`config.mk`:
```
export PLATFORM = sky130hd
export DESIGN_NAME = branch_resolve_unit
export DESIGN_NICKNAME = d
export VERILOG_FILES = /design/src/rtl/bru_pkg.sv /design/src/rtl/bht_2bit.sv /design/src/rtl/branch_resolve_unit.sv
export SDC_FILE = /design/constraint.sdc
export NUM_CORES = 1
export LEC_CHECK = 0
export ABC_CLOCK_PERIOD_IN_PS = 8600
export CAP_MARGIN = 10
export CORE_ASPECT_RATIO = 1.25
export CORE_MARGIN = 2
export CORE_UTILIZATION = 38
export CTS_CLUSTER_SIZE = 16
export DETAILED_ROUTE_END_ITERATION = 12
export HOLD_SLACK_MARGIN = 0.08
export PLACE_DENSITY = 0.73
export SLEW_MARGIN = 20
export SYNTH_ARGS = -nofsm -noshare
export SYNTH_HDL_FRONTEND = slang
export SYNTH_HIERARCHICAL = 1
export SYNTH_SLANG_ARGS = --single-unit
```
`constraint.sdc`:
```
create_clock -name clk -period 8.6 [get_ports clk]
set_input_delay 1.72 -clock clk [delete_from_list [all_inputs] [get_ports clk]]
set_output_delay 1.72 -clock clk [all_outputs]
set_load 0.05 [all_outputs]
```
`src/rtl/bru_pkg.sv`:
```
// Shared constants for the branch resolve unit: RV32I branch funct3 codes,
// 2-bit predictor counter encodings and the saturating counter step.
package bru_pkg;

    localparam logic [2:0] F3_BEQ  = 3'b000;
    localparam logic [2:0] F3_BNE  = 3'b001;
    localparam logic [2:0] F3_BLT  = 3'b100;
    localparam logic [2:0] F3_BGE  = 3'b101;
    localparam logic [2:0] F3_BLTU = 3'b110;
    localparam logic [2:0] F3_BGEU = 3'b111;

    typedef enum logic [1:0] {
        CTR_SNT = 2'b00,
        CTR_WNT = 2'b01,
        CTR_WT  = 2'b10,
        CTR_ST  = 2'b11
    } ctr_e;

    localparam ctr_e CTR_RESET = CTR_WNT;

    // One step of the saturating counter walk SNT <-> WNT <-> WT <-> ST.
    function automatic ctr_e ctr_next(input ctr_e cur, input logic taken);
        ctr_e nxt;
        nxt = cur;
        case (cur)
            CTR_SNT: nxt = taken ? CTR_WNT : CTR_SNT;
            CTR_WNT: nxt = taken ? CTR_WT  : CTR_SNT;
            CTR_WT:  nxt = taken ? CTR_ST  : CTR_WNT;
            CTR_ST:  nxt = taken ? CTR_ST  : CTR_WT;
            default: nxt = CTR_RESET;
        endcase
        return nxt;
    endfunction

    // funct3 values 010 and 011 are not branch encodings.
    function automatic logic is_illegal_f3(input logic [2:0] f3);
        return (f3[2:1] == 2'b01);
    endfunction

endpackage

```
`src/rtl/bht_2bit.sv`:
```
// Branch history table of 2-bit saturating counters with one combinational
// read port and one saturating-update write port.
module bht_2bit
    import bru_pkg::*;
#(
    parameter int ENTRIES = 64,
    parameter int IDX_W   = $clog2(ENTRIES)
) (
    input  logic             clk,
    input  logic             rst_n,
    input  logic [IDX_W-1:0] rd_idx,
    output logic             rd_taken,
    input  logic             wr_en,
    input  logic [IDX_W-1:0] wr_idx,
    input  logic             wr_taken
);

    ctr_e ctr_q [ENTRIES];
    ctr_e ctr_d [ENTRIES];

    always_comb begin
        ctr_d = ctr_q;
        if (wr_en) begin
            ctr_d[wr_idx] = ctr_next(ctr_q[wr_idx], wr_taken);
        end
    end

    always_ff @(posedge clk or negedge rst_n) begin
        if (!rst_n) begin
            for (int i = 0; i < ENTRIES; i++) begin
                ctr_q[i] <= CTR_RESET;
            end
        end else begin
            ctr_q <= ctr_d;
        end
    end

    // Reads the registered value, so a same-cycle update is not forwarded.
    assign rd_taken = ctr_q[rd_idx][1];

endmodule

```
`src/rtl/branch_resolve_unit.sv`:
```
// RV32I branch resolution stage with an integrated 2-bit BHT predictor.
// Optional statistics counters are enabled with the BRU_STATS_EN macro.
module branch_resolve_unit
    import bru_pkg::*;
#(
    parameter int XLEN        = 32,
    parameter int BHT_ENTRIES = 64,
    parameter int IDX_LSB     = 2
) (
    input  logic            clk,
    input  logic            rst_n,
    input  logic [XLEN-1:0] pred_pc,
    output logic            pred_taken,
    input  logic            res_valid,
    input  logic            res_branch_en,
    input  logic [2:0]      res_funct3,
    input  logic [XLEN-1:0] res_op_a,
    input  logic [XLEN-1:0] res_op_b,
    input  logic [XLEN-1:0] res_pc,
    input  logic [XLEN-1:0] res_target,
    input  logic            res_pred_taken,
    input  logic            stall,
    input  logic            flush,
    output logic            out_valid,
    output logic            out_taken,
    output logic            out_mispredict,
    output logic [XLEN-1:0] out_redirect_pc,
    output logic            out_illegal,
    output logic [31:0]     stat_branches,
    output logic [31:0]     stat_mispredicts
);

    localparam int IDX_W = $clog2(BHT_ENTRIES);

    logic            cond_taken;
    logic            f3_illegal;
    logic            res_taken;
    logic            res_illegal;
    logic            res_mispredict;
    logic [XLEN-1:0] pc_plus4;
    logic [XLEN-1:0] redirect_pc;
    logic            accept;
    logic            bht_wr_en;
    logic            unused_pred_pc;

    always_comb begin
        cond_taken = 1'b0;
        case (res_funct3)
            F3_BEQ:  cond_taken = (res_op_a == res_op_b);
            F3_BNE:  cond_taken = (res_op_a != res_op_b);
            F3_BLT:  cond_taken = ($signed(res_op_a) <  $signed(res_op_b));
            F3_BGE:  cond_taken = ($signed(res_op_a) >= $signed(res_op_b));
            F3_BLTU: cond_taken = (res_op_a <  res_op_b);
            F3_BGEU: cond_taken = (res_op_a >= res_op_b);
            default: cond_taken = 1'b0;
        endcase
    end

    // Non-branch resolves are treated as not-taken and never touch the BHT.
    assign f3_illegal     = is_illegal_f3(res_funct3);
    assign res_taken      = res_branch_en & cond_taken;
    assign res_illegal    = res_branch_en & f3_illegal;
    assign res_mispredict = (res_taken != res_pred_taken);
    assign pc_plus4       = res_pc + XLEN'(4);
    assign redirect_pc    = res_taken ? res_target : pc_plus4;

    assign accept    = res_valid & ~stall & ~flush;
    assign bht_wr_en = accept & res_branch_en & ~f3_illegal;

    bht_2bit #(
        .ENTRIES (BHT_ENTRIES),
        .IDX_W   (IDX_W)
    ) u_bht (
        .clk      (clk),
        .rst_n    (rst_n),
        .rd_idx   (pred_pc[IDX_LSB +: IDX_W]),
        .rd_taken (pred_taken),
        .wr_en    (bht_wr_en),
        .wr_idx   (res_pc[IDX_LSB +: IDX_W]),
        .wr_taken (res_taken)
    );

    assign unused_pred_pc = ^pred_pc;

    // flush beats stall; an idle cycle only drops out_valid so payload holds.
    always_ff @(posedge clk or negedge rst_n) begin
        if (!rst_n) begin
            out_valid       <= 1'b0;
            out_taken       <= 1'b0;
            out_mispredict  <= 1'b0;
            out_redirect_pc <= '0;
            out_illegal     <= 1'b0;
        end else if (flush) begin
            out_valid <= 1'b0;
        end else if (!stall) begin
            if (res_valid) begin
                out_valid       <= 1'b1;
                out_taken       <= res_taken;
                out_mispredict  <= res_mispredict;
                out_redirect_pc <= redirect_pc;
                out_illegal     <= res_illegal;
            end else begin
                out_valid <= 1'b0;
            end
        end
    end

`ifdef BRU_STATS_EN
    logic count_branch;
    assign count_branch = accept & res_branch_en;

    always_ff @(posedge clk or negedge rst_n) begin
        if (!rst_n) begin
            stat_branches    <= '0;
            stat_mispredicts <= '0;
        end else if (count_branch) begin
            if (stat_branches != 32'hFFFF_FFFF) begin
                stat_branches <= stat_branches + 32'd1;
            end
            if (res_mispredict && (stat_mispredicts != 32'hFFFF_FFFF)) begin
                stat_mispredicts <= stat_mispredicts + 32'd1;
            end
        end
    end
`else
    assign stat_branches    = '0;
    assign stat_mispredicts = '0;
`endif

endmodule

```
==> run summary, run 1 <==
The tools report the startpoint kind of the worst setup timing path as a primary input. Summed over all cells, the static leakage comes to 5.21 nW. Of all nets on the critical path, the largest fanout is 16.

CTS placed an instance of sky130_fd_sc_hd__clkbuf_16 at the clock tree root. After detailed placement, the total cell area comes to 12,000 um2. After detailed placement, the design holds a cell count of 1,590. Cells with a size suffix above 1 make up 13.3% of the layout.

The final period utilization works out to 79.2%. In this run the top signal layer used is met4. From synthesis to final layout, the design area changed by 22.3%. The logs give 14.5 mm for the amount of wire on met2 after detailed routing and 17 for the clock buffer count from CTS.

Final cell count without fillers: 1,624. In this run the remaining antenna-violating nets after routing total 0. The floorplan step set the die height to 188 um. The hold violation total from the final report came out at 0. Clock-pin slew was measured on the worst setup and hold paths at 0.06 ns. Once the clock tree was built, the resizer swapped 0 gates to a different size.

For this design the ratio of total power to cell area is 164 nW/um2. The run gives 0 as the number of max-cap violations. Leaving out fill and tap cells, the most frequent cells in the layout are sky130_fd_sc_hd__nand2_1, sky130_fd_sc_hd__clkdlybuf4s50_1, sky130_fd_sc_hd__o21ai_0. The number of enable-type register cells in the synthesized netlist is 0. The tools report the post-route clock skew as 0.0120 ns. Setup violations remaining at the end of the flow were counted as 0. The transition at the pin with the smallest max-transition slack was 1.15 ns; the worst vdd rail ir drop was 0.0000795 V. Counting flops with an async set or reset pin after synthesis yields a share of 100%. Synthesis produced 1,105 cells.

The die area was 28,400 um2; the post-layout total power was 2.07 mW. During synthesis, Yosys emitted a total of 6 warnings. Setup repair after global routing left no endpoint under its margin.

Wire segments on met3 add up to 2.51 mm in the final route. The tools report the core area as 26,700 um2. After detailed routing, the wire length on met1 is 11.8 mm. The later pin in the worst-skew pair is clocked with a latency of 0.43 ns.

TritonCTS built the clock tree. In this run the count of I/O pins placed on the die edge is 271. Among all flip-flop cells after synthesis, the most frequent one is sky130_fd_sc_hd__dfrtp_1.

The maximum number of pins on one net before global-route repair was 93; the routed via count was 8,746. The cell area after technology mapping is 10,300 um2, and the first-pass GRT wire length is 46.4 mm. The internal portion of total power is 1.38 mW. The via density per instance is 5.39. The initialized floorplan defines 67 standard-cell rows.

The clock network burns 34.7% of the power. STA classifies the critical path endpoint as an output pin. The run finished with clean final reports.

A synthesized cell averages 9.31 um2. The run gives 0 as the leftover overflow at the end of global routing. Sequential cells were found to cover 40.7% of the synthesized design area. Clock tree synthesis found a total of 164 sinks.

The tools report the headroom to the max-slew limit as 23.2%. The tools report the number of antenna violations at the first check in global routing as 2. The H-tree was split into 4 levels. The run gives 21.3 mm as the detailed placement HPWL. On the final layout, the worst hold slack is 0.479 ns.

In this run the power spent charging and discharging nets is 689 uW. The library cell used most frequently in the layout, excluding fill and tap cells, is sky130_fd_sc_hd__nand2_1. The final RePlAce weighted congestion was 0.915; the setup fix buffers added after clock tree synthesis was 0. The critical path is of the in2out type. For this block, the routed nets add up to 30.0 mm of wire. Post-route DRC violation count: 0.

The final layout contains 1,467 nets. Per report_power, the sequential group accounts for 40.2% of the total. After routing the design area is 12,600 um2. The tools report the setup TNS after final layout as 0 ns.

Number of global-route vias before repair: 8,573. Net switching is 33.4% of the power. The total of flip-flops plus latches after synthesis works out to 164.

The first routing iteration left 852 violations. Across every metal layer, demand over resource in global routing totals 21.1%. The data arrival time at the worst-slack endpoint is 5.09 ns, and the horizontal die dimension is 151 um. The average wire per standard cell is 18.5 um. The clock passes through at most 2 buffers.

The run gives 38.5% as the initial cell density of the core. The quantity of hold-fixing buffers added after cts is 0, and the final count of pins violating max slew is 0. The count of port buffers added during placement was 180. The final critical path time including I/O delays and setup came out at 6.81 ns.

The tools report the number of optimization iterations in the first detailed-route pass as 7. Combinational logic burns 25.0% of the power. For this run, the top clock speed supported by timing is 147 MHz. The count of unique library cells instantiated by Yosys was 72. Data on the critical path is required at its endpoint by 6.88 ns. The tightest min-delay check is of the reg2reg type.
[power by group through the flow]
stage / sequential, mW / combinational [mW] / clock [mW]
CTS: 0.831 / 0.518 / 0.735
global placement: 0.843 / 0.510 / 0
finish: 0.831 / 0.517 / 0.718
detailed placement: 0.845 / 0.516 / 0
floorplan: 0.951 / 0.238 / 0
global route: 0.835 / 0.551 / 0.764
[final timing paths]
| check | from | end | slack (ns) | cells after the start |
|---|---|---|---|---|
| setup reg to reg | u_bht/ctr_q[66]$_DFFE_PN1P_ | u_bht/ctr_q[31]$_DFFE_PN0P_ | 5.16 | 8 |
| max in group asynchronous | rst_n | u_bht/ctr_q[97]$_DFFE_PN0P_ | 5.77 | 2 |
| setup / recovery | pred_pc[3] | pred_taken | 1.79 | 5 |
| hold reg to reg | u_bht/ctr_q[94]$_DFFE_PN1P_ | u_bht/ctr_q[94]$_DFFE_PN1P_ | 0.48 | 2 |
| min in group asynchronous | rst_n | u_bht/ctr_q[45]$_DFFE_PN0P_ | 1.37 | 1 |
| hold / removal | u_bht/ctr_q[94]$_DFFE_PN1P_ | u_bht/ctr_q[94]$_DFFE_PN1P_ | 0.48 | 2 |
[state kept, by name, indices dropped and copies added (netlist names)]
register,count
out_valid,1
u_bht/ctr_q,128
out_taken,1
out_illegal,1
out_redirect_pc,32
out_mispredict,1
[synthesized netlist by cell type, drive strengths merged, types with 2 or more instances]
cell type | number | area (um2)
nor2b | 8 | 50.1
buf | 91 | 724
or4 | 3 | 30.0
nand4 | 16 | 100
nor4b | 2 | 23.8
ha | 33 | 413
or3b | 2 | 17.5
a22o | 5 | 43.8
nor3 | 6 | 30.0
nor2 | 43 | 164
nand2 | 245 | 920
a22oi | 9 | 67.6
mux4 | 28 | 649
nand2b | 5 | 31.3
and2 | 3 | 23.8
inv | 38 | 145
nand3b | 8 | 60.1
xnor2 | 20 | 175
o31ai | 2 | 15.0
and4 | 3 | 26.3
a21boi | 3 | 22.5
xor2 | 9 | 78.8
and3 | 12 | 75.1
a21o | 5 | 37.5
mux2i | 31 | 310
dfrtp | 100 | 2500
a21oi | 20 | 100
a221oi | 21 | 184
o21ai | 174 | 923
or2 | 3 | 18.8
mux2 | 8 | 93.8
o22ai | 7 | 43.8
dfstp | 64 | 1680
nand3 | 14 | 70.1
o221ai | 3 | 26.3
clkbuf | 25 | 101
nor3b | 9 | 72.6
a211o | 4 | 35.0
o211ai | 7 | 52.6
[critical path, cell delays in order]
cell	delay (ns)
sky130_fd_sc_hd__clkdlybuf4s50_1	1.12
sky130_fd_sc_hd__mux4_2	0.47
sky130_fd_sc_hd__mux4_2	0.53
sky130_fd_sc_hd__mux4_2	0.52
sky130_fd_sc_hd__clkdlybuf4s50_1	0.72
[final cells by class]
cell class                      instances  area [um2]
Inverter                               38         145
Clock inverter                         13        97.6
Timing Repair Buffer                  193        1890
Clock buffer                           19         453
Tap cell                              345         432
Sequential cell                       164        4180
Fill cell                            2500       14200
Antenna cell                            2        5.00
Multi-Input combinational cell        850        5370
[routing by layer]
layer / up-vias / GRT usage (%)
met5: - / 0
met4: 0 / 9.02
met3: 76 / 4.36
met2: 409 / 35.8
met1: 4160 / 25.7
li1: 4101 / -
[per-stage QoR]
step / setup WS [ns] / utilization [%]
final: 1.79 / 47.0
after global routing: 1.77 / 47.0
after CTS: 1.83 / 47.0
after detailed placement: 1.84 / 44.9
after global placement: 1.87 / 44.9
after floorplan: 2.59 / -
[cells by family after synthesis]
| family | synth area share, % |
|---|---|
| other | 0.0365 |
| multiplexers | 10.2 |
| flip-flops | 40.7 |
| AND/OR/NAND/NOR | 17.0 |
| XOR/XNOR | 2.47 |
| buffers and inverters | 9.44 |
| AO/OA/AOI/OAI | 16.1 |
| adder cells (fa/ha/maj) | 4.02 |
No activity file was read; power rests on OpenSTA's default activity.
==> run 2: changes to the inputs <==
Settings changed: ABC_CLOCK_PERIOD_IN_PS 8600 to 6700.
Clock period 8.6 ns to 6.7 ns, I/O delays scaled along.
==> run 2 against run 1 <==
Combinational power grew 28%. Largest cell class unchanged. Hold slack improved by 0.00097 ns. Sequential cell count stayed put. Worst setup slack worse by 0.96 ns. Global-route usage down 0.10 points. Clock power grew 30%.
==> run summary, run 2 (synthesized netlist as in run 1, its figures left out) <==
In this run, placement finished with an instance count of 1,592. Detailed placement finished with a half-perimeter wire length of 21.4 mm. For this run the aggregate overflow at the end of global routing stands at 0. The logs give 4 for the maximum level of the CTS H-tree and 0 for the post-route DRC violation count. Area used by multi-input combinational logic: 5380 um2.

CTS saw 164 sinks. Summed over all layers, the routed wires come to 29.8 mm. After layout, the worst path uses 87.6% of the clock period. Row count: 67. The clock buffer count from CTS is 17. The area growth from synthesis to layout is 22.5%. The post-cts repair resize count was 0; the count of port buffers added during placement was 180. For the finished layout, the period the worst path requires is 5.87 ns.

The run gives 8,799 as the routed via count. The number of flip-flops under the largest register name was 128. The run gives 0.480 ns as the worst-case hold slack. The run gives 19.9% as the headroom to the max-slew limit. Iteration-0 DRC count of the detailed router: 719. The setup TNS after final layout is 0 ns.

For this design, the CTS-stage hold fixing added 0 buffers. IR analysis of the VDD net gives a maximum drop of 0.000114 V. During I/O placement, the number of pins put on the boundary was 271. The path with the worst hold slack has its endpoint at u_bht/ctr_q[48]$_DFFE_PN1P_. Once the clock tree was built, the setup fixing pass inserted 0 buffers. Once the floorplan was initialized, standard cells occupied 38.5% of the core.

The run gives 28,400 um2 as the die area. Max-cap violations in this run came to 0. STA classifies the critical path startpoint as a primary input.

The run gives 2,500 as the number of filler instances in the final layout. Before antenna repair, the detailed router went through 5 iterations. The run gives 12,000 um2 as the placed cell area. For the hold violation total from the final report, the log shows 0.

Static timing analysis puts the maximum clock frequency at 170 MHz. The average wire per standard cell was 18.3 um. For the later-pin clock latency in the skew report, the log shows 0.44 ns. Entering global routing, the biggest net connects 70 pins.

Setup repair after global routing left no endpoint under its margin. The largest registers in the layout are u_bht/ctr_q (128), out_redirect_pc (32). The number of antenna violations at the first check in global routing was 2.

The cell sitting at the root of the clock tree is a sky130_fd_sc_hd__clkbuf_16. The worst flop-to-flop path startpoint is u_bht/ctr_q[9]$_DFFE_PN0P_. For the first-pass GRT wire length, the log shows 46.4 mm. The number of global-route vias before repair was 8,723. The register with the most flip-flops was u_bht/ctr_q. The finished cells cover 12,600 um2. The finished layout holds 1,626 standard cells, fillers aside.

TritonCTS built the clock tree. The setup-violating endpoint count in the final report came out at 0. The worst hold path passes through 2 cells. Dividing total power by cell area gives a power density of 211 nW/um2. The final count of pins violating max slew is 0. The critical path class is in2out. Data on the critical path arrives at its endpoint at 4.53 ns. The footprint of the flip-flops and latches was 4180 um2; the cell depth of the worst flop-to-flop path was 8. In the global route stage, overall resource usage came out at 21.0%. Setup slack on the worst reg-to-reg path comes out at 3.29 ns. After clock tree synthesis, the clock-pin slew on the worst setup and hold paths is 0.07 ns.

On the final layout, the worst clock skew is 0.0126 ns. In this run the remaining antenna-violating nets after routing total 0. The worst register-to-register path ends at u_bht/ctr_q[110]$_DFFE_PN1P_. Path class of the lowest-slack min-delay path: reg2reg. The net count of the finished layout is 1,469. The core area is 26,700 um2, and the horizontal die dimension is 151 um.

The analysis attributes to cell leakage a power of 5.20 nW. Counting along the longest clock path gives a buffer depth of 2. The floorplan step set the die height to 188 um. The type of element capturing the critical path was an output pin.

Leaving out fill and tap cells, the most frequent cell in the layout is sky130_fd_sc_hd__nand2_1. For the pin with the worst max-slew slack, the measured transition is 1.20 ns. The worst path required time was 5.36 ns. In the layout the commonest cells are sky130_fd_sc_hd__nand2_1, sky130_fd_sc_hd__clkdlybuf4s50_1, sky130_fd_sc_hd__o21ai_0. Routability-driven placement finished with a final weighted congestion of 0.912. In this run the worst path has a maximum fanout of 16. Using the TritonRoute via totals, the vias-per-cell ratio works out to 5.41. The flow ran to the end, and the final reports show no timing, DRC or antenna violations. The share of cells above drive strength 1 works out to 13.4%. Worst min-delay path startpoint: u_bht/ctr_q[48]$_DFFE_PN1P_.
## run 2: cell count changes in the layout (fill, tap and decap cells not counted), sizes merged
cell,before,now
clkinv,6,3
clkinvlp,1,4
buf,17,19
## run 2: through the flow
step	power [mW]	util, %	setup slack [ns]
finish	2.66	47.1	0.830
global placement	1.74	45.0	0.743
floorplan	1.53	-	1.45
global route	2.78	47.1	0.763
detailed placement	1.75	45.0	0.719
CTS	2.68	47.1	0.825
## run 2: routing by layer
| layer | track usage [%] | up-vias | part of all wire (%) |
|---|---|---|---|
| met5 | 0 | - | 0 |
| met3 | 5.23 | 79 | 9.1 |
| li1 | - | 4102 | - |
| met2 | 35.3 | 419 | 48 |
| met4 | 9.42 | 0 | 3.9 |
| met1 | 25.1 | 4199 | 39 |
## run 2: power breakdown
group | internal (mW) | switching, mW
combinational | 0.228 | 0.436
clock | 0.496 | 0.436
sequential | 1.04 | 0.0270
## run 2: layout make-up
class	instances	area share, %
multi-input cells	850	42.7
inverters	38	1.15
diodes	2	0.0397
repair buffers	195	15.1
well taps	345	3.43
flip-flops and latches	164	33.2
clock inverters	13	0.923
clock buffers	19	3.52
## run 2: how the worst max path moves through the flow
stage                      start  slack, ns                           end
floorplan             pred_pc[2]       1.45                    pred_taken
global placement    res_op_b[31]       0.74  u_bht/ctr_q[124]$_DFFE_PN1P_
detailed placement  res_op_b[31]       0.72  u_bht/ctr_q[110]$_DFFE_PN1P_
CTS                   pred_pc[2]       0.82                    pred_taken
global route          pred_pc[2]       0.76                    pred_taken
finish                pred_pc[2]       0.83                    pred_taken
## run 2: worst max-delay path, cell delays in order
cell                              delay [ns]
sky130_fd_sc_hd__clkdlybuf4s50_1        0.46
sky130_fd_sc_hd__buf_4                  0.36
sky130_fd_sc_hd__mux4_2                 0.60
sky130_fd_sc_hd__mux4_2                 0.52
sky130_fd_sc_hd__mux4_2                 0.52
sky130_fd_sc_hd__clkdlybuf4s50_1        0.73
